**src/rtl/mips_ctrl_fsm.sv**
```systemverilog
// mips_ctrl_fsm: multi-cycle control sequencer for the non-pipelined MIPS core.
// Optional overflow trap state: define MIPS_CTRL_OVF_TRAP_EN.
package ALU_pkg;
  typedef enum logic [3:0] {
    ALU_ADD,
    ALU_SUB,
    ALU_AND,
    ALU_OR,
    ALU_XOR,
    ALU_MUL
  } ALU_ctrl_e;
endpackage

module mips_ctrl_fsm
  import ALU_pkg::*;
#(
  parameter int ALU_LAT = 2
) (
  input  logic       clk,
  input  logic       rst_n,
  input  logic [5:0] opcode,
  input  logic [5:0] funct,
  input  logic       zero_f,
  input  logic       overflow_f,
  input  logic       mem_rdy,
  output logic       mem_re,
  output logic       mem_we,
  output logic       iord,
  output logic       ir_we,
  output logic       pc_we,
  output logic [1:0] pc_src,
  output logic       alu_src_a,
  output logic [1:0] alu_src_b,
  output ALU_ctrl_e  alu_ctrl,
  output logic       alu_en,
  output logic       aluout_we,
  output logic       reg_we,
  output logic       reg_dst,
  output logic       mem_to_reg,
  output logic       illegal,
  output logic       exc
);

  typedef enum logic [3:0] {
    FETCH,
    DECODE,
    MEMADR,
    MEMREAD,
    MEMWB,
    MEMWRITE,
    EXEC,
    RWB,
    BRANCH,
    ADDIEX,
    ADDIWB,
`ifdef MIPS_CTRL_OVF_TRAP_EN
    TRAP,
`endif
    JUMP
  } state_e;

  localparam logic [1:0] LAT = 2'(ALU_LAT);

  state_e     state_q, state_d;
  logic [1:0] lat_q;
  logic       done;
  logic       fn_ok;
  ALU_ctrl_e  fn_op;

  assign done = (lat_q == 2'd0);

  always_ff @(posedge clk or negedge rst_n) begin
    if (!rst_n) begin
      state_q <= FETCH;
      lat_q   <= LAT;
    end else begin
      state_q <= state_d;
      if (state_d != state_q)
        lat_q <= LAT;
      else if (!done)
        lat_q <= lat_q - 2'd1;
    end
  end

`ifdef MIPS_CTRL_OVF_TRAP_EN
  logic ovf_q;

  // Only ADD/SUB/ADDI can raise a trappable overflow.
  always_ff @(posedge clk or negedge rst_n) begin
    if (!rst_n)
      ovf_q <= 1'b0;
    else if (done && state_q == EXEC)
      ovf_q <= overflow_f &&
               (fn_op == ALU_ADD || fn_op == ALU_SUB);
    else if (done && state_q == ADDIEX)
      ovf_q <= overflow_f;
  end
`else
  logic unused_ovf;
  assign unused_ovf = overflow_f;
`endif

  always_comb begin
    fn_ok = 1'b1;
    fn_op = ALU_ADD;
    unique case (funct)
      6'h20:   fn_op = ALU_ADD;
      6'h22:   fn_op = ALU_SUB;
      6'h24:   fn_op = ALU_AND;
      6'h25:   fn_op = ALU_OR;
      6'h26:   fn_op = ALU_XOR;
      6'h18:   fn_op = ALU_MUL;
      default: fn_ok = 1'b0;
    endcase
  end

  always_comb begin
    state_d    = state_q;
    mem_re     = 1'b0;
    mem_we     = 1'b0;
    iord       = 1'b0;
    ir_we      = 1'b0;
    pc_we      = 1'b0;
    pc_src     = 2'b00;
    alu_src_a  = 1'b0;
    alu_src_b  = 2'b00;
    alu_ctrl   = ALU_ADD;
    alu_en     = 1'b0;
    aluout_we  = 1'b0;
    reg_we     = 1'b0;
    reg_dst    = 1'b0;
    mem_to_reg = 1'b0;
    illegal    = 1'b0;
    exc        = 1'b0;
    unique case (state_q)
      FETCH: begin
        mem_re    = 1'b1;
        alu_src_b = 2'b01;
        alu_en    = 1'b1;
        if (done && mem_rdy) begin
          ir_we   = 1'b1;
          pc_we   = 1'b1;
          state_d = DECODE;
        end
      end
      DECODE: begin
        alu_src_b = 2'b11;
        alu_en    = 1'b1;
        if (done) begin
          aluout_we = 1'b1;
          unique case (1'b1)
            (opcode == 6'h00 && fn_ok):
              state_d = EXEC;
            (opcode == 6'h23 || opcode == 6'h2B):
              state_d = MEMADR;
            (opcode == 6'h04): state_d = BRANCH;
            (opcode == 6'h08): state_d = ADDIEX;
            (opcode == 6'h02): state_d = JUMP;
            default: begin
              illegal = 1'b1;
              state_d = FETCH;
            end
          endcase
        end
      end
      MEMADR, ADDIEX: begin
        alu_src_a = 1'b1;
        alu_src_b = 2'b10;
        alu_en    = 1'b1;
        if (done) begin
          aluout_we = 1'b1;
          if (state_q == ADDIEX)
            state_d = ADDIWB;
          else if (opcode == 6'h23)
            state_d = MEMREAD;
          else
            state_d = MEMWRITE;
        end
      end
      MEMREAD: begin
        mem_re = 1'b1;
        iord   = 1'b1;
        if (mem_rdy) state_d = MEMWB;
      end
      MEMWB: begin
        reg_we     = 1'b1;
        mem_to_reg = 1'b1;
        state_d    = FETCH;
      end
      MEMWRITE: begin
        mem_we = 1'b1;
        iord   = 1'b1;
        if (mem_rdy) state_d = FETCH;
      end
      EXEC: begin
        alu_src_a = 1'b1;
        alu_ctrl  = fn_op;
        alu_en    = 1'b1;
        if (done) begin
          aluout_we = 1'b1;
          state_d   = RWB;
        end
      end
      RWB, ADDIWB: begin
        reg_dst = (state_q == RWB);
        state_d = FETCH;
`ifdef MIPS_CTRL_OVF_TRAP_EN
        if (ovf_q) state_d = TRAP;
        else reg_we = 1'b1;
`else
        reg_we = 1'b1;
`endif
      end
      BRANCH: begin
        alu_src_a = 1'b1;
        alu_ctrl  = ALU_SUB;
        alu_en    = 1'b1;
        if (done) begin
          pc_src  = 2'b01;
          pc_we   = zero_f;
          state_d = FETCH;
        end
      end
      JUMP: begin
        pc_src  = 2'b10;
        pc_we   = 1'b1;
        state_d = FETCH;
      end
`ifdef MIPS_CTRL_OVF_TRAP_EN
      TRAP: exc = 1'b1;
`endif
      default: state_d = FETCH;
    endcase
  end

endmodule

```
**config.mk**
```make
export PLATFORM = sky130hd
export DESIGN_NAME = mips_ctrl_fsm
export DESIGN_NICKNAME = d
export VERILOG_FILES = /design/src/rtl/mips_ctrl_fsm.sv
export SDC_FILE = /design/constraint.sdc
export NUM_CORES = 1
export LEC_CHECK = 0
export CELL_PAD_IN_SITES_DETAIL_PLACEMENT = 1
export CELL_PAD_IN_SITES_GLOBAL_PLACEMENT = 1
export CORE_ASPECT_RATIO = 1.75
export CORE_UTILIZATION = 29
export CTS_BUF_LIST = sky130_fd_sc_hd__clkbuf_16
export DETAILED_ROUTE_END_ITERATION = 10
export MAX_ROUTING_LAYER = met4
export PLACE_DENSITY_LB_ADDON = 0.12
export SLEW_MARGIN = 20
export SYNTH_ARGS = -nofsm -noshare
export SYNTH_HDL_FRONTEND = slang
export SYNTH_SLANG_ARGS = --single-unit
```
**constraint.sdc**
```tcl
create_clock -name clk -period 2 [get_ports clk]
set_input_delay 0.3 -clock clk [delete_from_list [all_inputs] [get_ports clk]]
set_output_delay 0.3 -clock clk [all_outputs]
set_load 0.01 [all_outputs]
```
; ---- Word-level counts from Yosys, hierarchy flattened
; Cells that the tools add are included.
[totals]
ff_bits = 6
latchBits = 0
mem_bits_rw = 0
rom_bits = 0
output_inout_bits = 21
word_cells = 79
memories = 0
[classes]
add_sub_neg = 1
n_mul = 0
div = 0
n_lt_le_gt_ge = 0
n_eq_ne = 24
shifts = 0
muxes = 36
n_bitwise = 0
reduce_logical = 16
[ops]
columns = operator, count
row1 = $eq A6 B6 Y1 const B, 7
row2 = $mux W4, 8
row3 = $pmux W4 S7, 1
row4 = $pmux W4 S5, 1
row5 = $mux W1, 18
row6 = $eq A4 B3 Y1 const B, 4
row7 = $eq A4 B4 Y1 const B, 4
row8 = $pmux W3 S5, 1
row9 = $reduce_or A6 Y1, 2
row10 = $eq A4 B2 Y1 const B, 2
row11 = $pmux W4 S2, 1
row12 = $reduce_or A2 Y1, 4
row13 = $reduce_or A4 Y1, 2
row14 = $eq A6 B2 Y1 const B, 1
row15 = $eq A6 B3 Y1 const B, 1
row16 = $eq A6 B4 Y1 const B, 1
row17 = $eq A6 B5 Y1 const B, 1
row18 = $logic_not A6 Y1, 1
row19 = $pmux W2 S3, 1
row20 = $reduce_or A5 Y1, 1
row21 = $eq A4 B1 Y1 const B, 1
row22 = $logic_not A4 Y1, 1
row23 = $mux W2, 2
row24 = $ne A4 B4 Y1, 1
row25 = other kinds (9), 10

; ---- Depth between registers and ports, before layout
[logic_depth]
word_depth = 9
mapped_depth = 6

; ---- Least setup slack after synthesis
; Ideal clock, no wire load.
[synth_path]
kind = register to output
from = register lat_q[1]
to = output port pc_we
t_arrival_ps = 1508
slack_ps = 192
path_stages_with_launch = 7
n_path_buf = 1
path_cell_list = dfstp_2 > inv_1 > ha_1 > clkbuf_1 > nor2b_1 > and3_1 > a21o_1
[synth_between]
elab_chain_len = 4
word_cells_on_any_way = 5
classes_between = 3 x mux / 2 x reduce/logical
[synth_rtl]
columns = element, line
row1 = from (decl), 65  ; logic [1:0] lat_q;
row2 = from (signal assigned), 81  ; lat_q <= lat_q - 2'd1;
row3 = $logic_not A2 Y1 *, 70  ; assign done = (lat_q == 2'd0);
row4 = $logic_and A1 B1 Y1, 140  ; if (done && mem_rdy) begin
row5 = $mux W1, 140
row6 = $pmux W1 S3 *, 135  ; unique case (state_q)
row7 = to (decl), 30  ; output logic pc_we,
; Mark *: on every way between the ends. The rest lies on a longest branch, timed or not.

; ---- Final worst setup path
[layout_path]
from = input port funct[2]
to = register state_q[2]
[layout_between]
elab_chain_len = 7
word_cells_on_any_way = 12
classes_between = 6 x eq/ne / 4 x mux / 2 x reduce/logical
[layout_rtl]
columns = element, line
row1 = from (decl), 22  ; input logic [5:0] funct,
row2 = $eq A6 B5 Y1 or $eq A6 B6 Y1 (tied branches), 106  ; unique case (funct)
row3 = $reduce_or A6 Y1 (no source line) *, --
row4 = $mux W1 *, 106
row5 = $logic_and A1 B1 Y1 *, 152  ; (opcode == 6'h00 && fn_ok):
row6 = $pmux W4 S5 *, 151  ; unique case (1'b1)
row7 = $mux W4 *, 149  ; if (done) begin
row8 = $pmux W4 S7 *, 135
row9 = net state_d[2], 64  ; state_e state_q, state_d;
row10 = to (signal assigned), 77  ; state_q <= state_d;
row11 = to (decl), 64
; The timed path passes the listed nets; every way through them passes the cells marked *.
; A chain may end at the register's enable or synchronous reset.

==> results.md <==
- Port Buffer Count: 34
- Area of the mapped netlist: 896 µm²
- Synth cell types: between 40 and 50
- Crit start category: input pin
- Max Buffers Root-to-Sink: 2
- Mux contribution to synthesized area: roughly 1.1%
- Post-route cell area: between 1500 and 2000 µm²
- DR WL/cell: roughly 19 µm
- Die height: around 76 µm
- Primary FF master, synth: dfrtp_1
- Core area: ~2900 µm²
- Hold Crit Class: in -> async
- Vias in the first global route: 1406
- Post-CTS Hold Buffers: 0
- Max incr delay on CP: 0.54 ns
- DIE WIDTH: approximately 44 µm
- Final setup vio count: 4
- First-pass GRT wire length: between 6000 and 7000 µm
- Clk Latency, worst-skew pair: 0.24 ns
- Area leader, netlist: dfrtp_1
- Reg2reg start: state_q[0]
- Pin count of the biggest net entering global routing: 14
- Worst-case vdd ir drop: 0.494 mV
- CP delay by family, top: buffers and inverters
- Crit Path Max Fanout: 3
- Skew final: 0.00887 ns
- Clock slew at reported path FFs: 0.04 ns
- Placed instance area: around 1500 µm²
- Synth async-reset ratio: 100%
- H-Tree Level Count: 1
- Detailed placement HPWL: approximately 2900 µm
- Post-Synth Adder-Cell Area: 1.40%
- P_leak: between 0.9 and 1 nW
- Sw power: about 750 µW
- Vias: between 1000 and 1500
- WHS: about 0.31 ns
- Area grow syn2layout: 104%
- Via density: ~5.7
- Clk root buf: clkbuf_16
- CTS tree: yes
- Int Power: approximately 1.1 mW
- Violated checks: setup timing
- Combinational power share: around 68%
- Share of cells above drive strength 1: between 40% and 50%
- Final Hold Viols: 0
- Seq/Total Area, Yosys: 16.9%
- Fin nets: 228
- CP bufs+invs: 11
- DR pass1 iterations: 4
- Critical-path top delay cell: or4bb_4
- Status: complete, but fails checks
- N_diodes: 0
- Compound-gate portion of the synthesized area: between 20% and 30%
- Final period utilization: 110%
- Crit path time final: approximately 2.2 ns
- Synth Instances: 124
- I/O pin total: 38
- GRT Util Overall: 26.3%
- Worst setup margin: -0.192 ns
- TritonCTS Sinks: 6
- Antenna viol nets, final: 0
- Setup TNS: -0.351 ns
- Post-synth top area share: between 10% and 20%
- # DRC: 0
- Routability cong.: 0.819
- Reg2reg path depth: 6
- TritonCTS buffer count: 3
- Syn avg cell area: 7.22 µm²
- Max cap viols: 0
- Crit path top cell by count: buf_4
- Die area: approximately 3300 µm²
- Worst path cell trace: buf_8 -> or4bb_4 -> o211ai_1 -> buf_4 -> buf_4 -> buf_4 -> buf_4 -> buf_6 -> buf_6 -> buf_6 -> buf_4 -> buf_4 -> buf_4 -> nand4_1 -> nand3_1
- Power share of the clock group: between 10% and 20%
- Post-synthesis xor/xnor area fraction: under 10%
- Synth top area cells: dfrtp_1, nor3_1, o21ai_0, nand2b_1, nor2b_1
- Crit end category: flop
- FF-to-FF End: lat_q[1]
- Path type of the worst setup path: in -> reg
- Simple-Gate Fraction of Synth Area: a little over two fifths
- Initial core utilization: between 30 and 40%
- Worst path arrival time: around 2.4 ns
- Ys Warns: 0
- RSZ-0062 raised after global routing: yes
- Largest family of logic cells by synthesized area: simple AND/OR/NAND/NOR gates
- Fin. max-slew vios: 0
- Upper clock frequency limit: ~0.46 GHz
- Initial antenna violation count: 0
- FP Rows: 26
- Total Routed Length: about 4500 µm
- Total grt overflow: 0
- Sw frac: between 40 and 50%
- Post-synth EDFFs: 0
- Util after Layout: 62.3%
- FF-to-FF setup slack: around 0.08 ns
- Iteration-0 DRC count of the detailed router: 26
- PwrDens: 1020 nW/µm²
- Reg power frac: 13.1%
- Yosys reg bits: 6
- Crit path required time: roughly 2.2 ns
-- worst reg2reg max path, stage by stage (launching register included) --
cell and delay [ns]:
dfrtp_2 0.43, buf_6 0.20, buf_4 0.15, or3b_1 0.38, a211oi_2 0.23, nor3_1 0.12, a311o_1 0.33
-- timing repair --
item	in CTS	in global routing
pin swaps	7	6
setup endpoints to repair	17	14
buffers inserted	14	5
cloned	0	0
resized for setup	52	32
-- metrics by stage --
| stage | setup slack [ns] | power, mW | instances |
|---|---|---|---|
| finish | -0.192 | 1.86 | 237 |
| global route | -0.249 | 1.98 | 237 |
| CTS | -0.166 | 1.75 | 233 |
| detailed placement | -0.649 | 1.35 | 215 |
| global placement | -0.569 | 1.31 | 215 |
| floorplan | 0.192 | 0.770 | 125 |
-- power by group through the flow --
stage / Combinational (mW) / Clock [mW] / Sequential, mW
3_5_place_dp: 1.12 / 0 / 0.229
2_1_floorplan: 0.577 / 0 / 0.193
3_3_place_gp: 1.09 / 0 / 0.223
6_report: 1.27 / 0.345 / 0.245
4_1_cts: 1.17 / 0.342 / 0.231
5_1_grt: 1.38 / 0.351 / 0.250
-- how the worst max path moves through the flow --
stage | start | endpoint | slack [ns] | cells past startpoint
floorplan | lat_q[1] | pc_we | 0.19 | 6
global placement | funct[5] | alu_ctrl[0] | -0.57 | 6
detailed placement | funct[4] | illegal | -0.65 | 6
CTS | funct[4] | state_q[2] | -0.17 | 16
global route | funct[2] | state_q[2] | -0.25 | 15
finish | funct[2] | state_q[2] | -0.19 | 15
-- flip-flops by register name, summed over array words and instances, names as in the netlist --
register	count
lat_q	2
state_q	4
-- final cells by class --
type | count | area [µm²]
clock buffer | 3 | 75.1
fill | 355 | 1100
multi-input combinational | 103 | 768
tap | 28 | 35.0
sequential | 6 | 155
inverter | 5 | 18.8
clock inverter | 1 | 3.75
timing repair buffer | 91 | 768
-- metal layers --
layer	routed length, µm	global-route usage (%)	up-vias	part of all wire [%]
met4	174	14.1	0	3.9
met1	1540	24.8	667	34
met5	0	-	-	0
met2	2710	51.5	35	60
met3	79	0.948	16	1.8
li1	-	-	626	-
-- synth_stat cells, drive strengths merged (2+ instances only) --
| cell type | number |
|---|---|
| nor3 | 11 |
| o21ai | 10 |
| nor2 | 8 |
| nand2b | 7 |
| a21oi | 6 |
| clkbuf | 6 |
| nand2 | 6 |
| nor2b | 6 |
| buf | 5 |
| dfrtp | 5 |
| inv | 5 |
| nand3 | 4 |
| nor3b | 3 |
| nor4 | 3 |
| or4bb | 3 |
| xor2 | 3 |
| a211oi | 2 |
| a21o | 2 |
| a31oi | 2 |
| and3 | 2 |
| nand3b | 2 |
| o2111ai | 2 |
-- cell families after synthesis --
family                     after synthesis
AOI/OAI and AO/OA                       33
and+or+nand+nor                         62
DFF                                      6
adders and majority gates                1
xor gates and xnor gates                 4
other                                    1
muxes                                    1
buffers and inverters                   16
-- layout by cell type (no fill, tap or decap), types with 2 or more instances in the layout --
| cell type | Yosys | layout |
|---|---|---|
| nor3b_1 | 3 | 2 |
| dlymetal6s2s_1 | 0 | 7 |
| buf_4 | 2 | 53 |
| or4bb_4 | 0 | 2 |
| clkdlybuf4s15_1 | 0 | 2 |
| nand3_1 | 4 | 4 |
| o21ai_0 | 10 | 9 |
| buf_2 | 1 | 6 |
| dlygate4sd2_1 | 0 | 7 |
| nor2b_1 | 6 | 2 |
| a21oi_1 | 6 | 5 |
| nor2b_2 | 0 | 2 |
| nor3_2 | 1 | 4 |
| nand3b_1 | 2 | 2 |
| clkbuf_16 | 0 | 3 |
| conb_1 | 1 | 2 |
| nor4_1 | 3 | 2 |
| a21o_1 | 2 | 2 |
| dfrtp_2 | 0 | 3 |
| nor2_1 | 8 | 8 |
| o2111ai_1 | 2 | 2 |
| buf_6 | 2 | 5 |
| nand2b_1 | 7 | 5 |
| nand2_1 | 6 | 6 |
| clkdlybuf4s50_1 | 0 | 10 |
| inv_1 | 5 | 5 |
| nor2b_4 | 0 | 2 |
| nor3_1 | 10 | 7 |
| dfrtp_1 | 5 | 2 |
| xor2_1 | 3 | 3 |
Power figures use the tool's default switching activity.
==> variant: new RTL, config.mk and constraints unchanged <==
The 12 states of `state_e` get a one-hot encoding in 12 bits.
--- a/src/rtl/mips_ctrl_fsm.sv
+++ b/src/rtl/mips_ctrl_fsm.sv
@@ -41,22 +41,22 @@
   output logic       exc
 );
 
-  typedef enum logic [3:0] {
-    FETCH,
-    DECODE,
-    MEMADR,
-    MEMREAD,
-    MEMWB,
-    MEMWRITE,
-    EXEC,
-    RWB,
-    BRANCH,
-    ADDIEX,
-    ADDIWB,
+  typedef enum logic [11:0] {
+    FETCH    = 12'b000000000001,
+    DECODE   = 12'b000000000010,
+    MEMADR   = 12'b000000000100,
+    MEMREAD  = 12'b000000001000,
+    MEMWB    = 12'b000000010000,
+    MEMWRITE = 12'b000000100000,
+    EXEC     = 12'b000001000000,
+    RWB      = 12'b000010000000,
+    BRANCH   = 12'b000100000000,
+    ADDIEX   = 12'b001000000000,
+    ADDIWB   = 12'b010000000000,
 `ifdef MIPS_CTRL_OVF_TRAP_EN
     TRAP,
 `endif
-    JUMP
+    JUMP     = 12'b100000000000
   } state_e;
 
   localparam logic [1:0] LAT = 2'(ALU_LAT);
Formal check against the unedited RTL: no difference found for any inputs over 10 cycles, from zero or initial values and one cycle with rst_n low; not proved beyond that.
==> variant against the original RTL <==
The run still ends with negative setup slack left. Area after synthesis up 48%. Power up 29%. Sequential cell count up 8. Sequential share of layout area up 4.4 points. First-iteration DRC count down 3.8%. Register-to-register slack worse by 260 ps. Worst setup slack worse by 230 ps. Routed wire length up 54%. Core utilization down 0.15 points. Clock skew down 6.2 ps. Cell area up 50%. Critical endpoint is now alu_en.
==> variant: results (changes against the original RTL) <==
[layout]
multi_input_area_share_pct=43.1  ; +0.94 points
final_core_util_pct=62.2  ; -0.15 points
layout.area.seq_um2=354  ; +130%
signal_buffers=122  ; +34%
largest_registers=state_q (12), lat_q (2)
drive_gt1_share_pct=60.2  ; +16 points
nFillCells=505  ; +42%
multi_input_gates=134  ; +30%
finish.net_count=298  ; +31%

[critical_path]
worstRegToRegCells=8  ; +2
crit_family=simple AND/OR/NAND/NOR gates
crit_path_top_delay_cell=or4b_4
r2r_end=state_q[11]$_DFF_PN0_
cp.arrival_ps=2130  ; -230 ps
r2r_start=state_q[6]$_DFF_PN0_
cp_slowest_stage_delay_ps=520  ; -20 ps

[detailed_routing]
wl_met3_um=152  ; +92%
num_vias=1808  ; +35%
wl_met1_um=2580  ; +68%
avgRoutedWirePerCell_um=21.0  ; +11%
drt_iter0_drc=25  ; -3.8%
wl_met2_um=3920  ; +45%

[logic_synthesis]
synth.area.mux_share_pct=0  ; -1.1 points
synthAdderAreaFrac_pct=0.941  ; -0.46 points
synthTopCellsByArea=dfrtp_1 23%, nor3_1 5.6%, nor2_1 5.1%
synth_cell_types=54  ; +15%
synthXorXnorAreaFrac_pct=4.61  ; +0.70 points

[global_routing]
met2_usage_pct=51.5  ; about the same
grt_max_degree=15  ; +1
grt_pass1_vias=1946  ; +38%
grt_util_met1_pct=26.1  ; +1.3 points

[status]
outcome=complete, but fails checks
failed_checks=negative setup slack

[placement]
place_area_um2=2130  ; +41%
place_congestion=0.979  ; +19%
dp_hpwl_um=4380  ; +53%

[timing]
fin_setup_tns_ps=-4870  ; -4510 ps
worst_slack_ps=-425  ; -234 ps
final.setup_skew_ps=2.65  ; -6.22 ps
report.final.setup_viol=26  ; +22

[power_and_ir_drop]
p_int_w=0.00139  ; +25%
leakage_nw=1.27  ; +34%
seqPwrFrac_pct=15.8  ; +2.7 points

[clock_network]
postCtsSetupBuffers=12  ; -2
cts_repair_resize_count=109  ; +110%

[variant: cell count changes in the layout (fill, tap and decap cells not counted), moves of 5 or more]
cell             before  now
dlymetal6s2s_1        7    0
o21ai_0               9    2
dlygate4sd2_1         7    0
clkdlybuf4s50_1      10   15
nor2_1                8   14
buf_6                 5   25
dfrtp_1               2   11
nor2_4                0    6
nor3_4                0    5
buf_4                53   70
[variant: stage by stage]
stage / cells / setup WS [ps]
after floorplan: 166 / -145
after global placement: 299 / -558
after detailed placement: 299 / -676
after CTS: 315 / -452
after global routing: 330 / -474
final: 330 / -425
[variant: how the worst max path moves through the flow]
stage	startpoint	end	slack, ps	depth (start not counted)
floorplan	state_q[4]$_DFF_PN0_	aluout_we	-140	5
global placement	state_q[8]$_DFF_PN0_	alu_en	-560	5
detailed placement	funct[5]	alu_ctrl[0]	-680	7
CTS	state_q[6]$_DFF_PN0_	aluout_we	-450	5
global route	state_q[11]$_DFF_PN0_	alu_en	-470	6
finish	state_q[11]$_DFF_PN0_	alu_en	-430	6
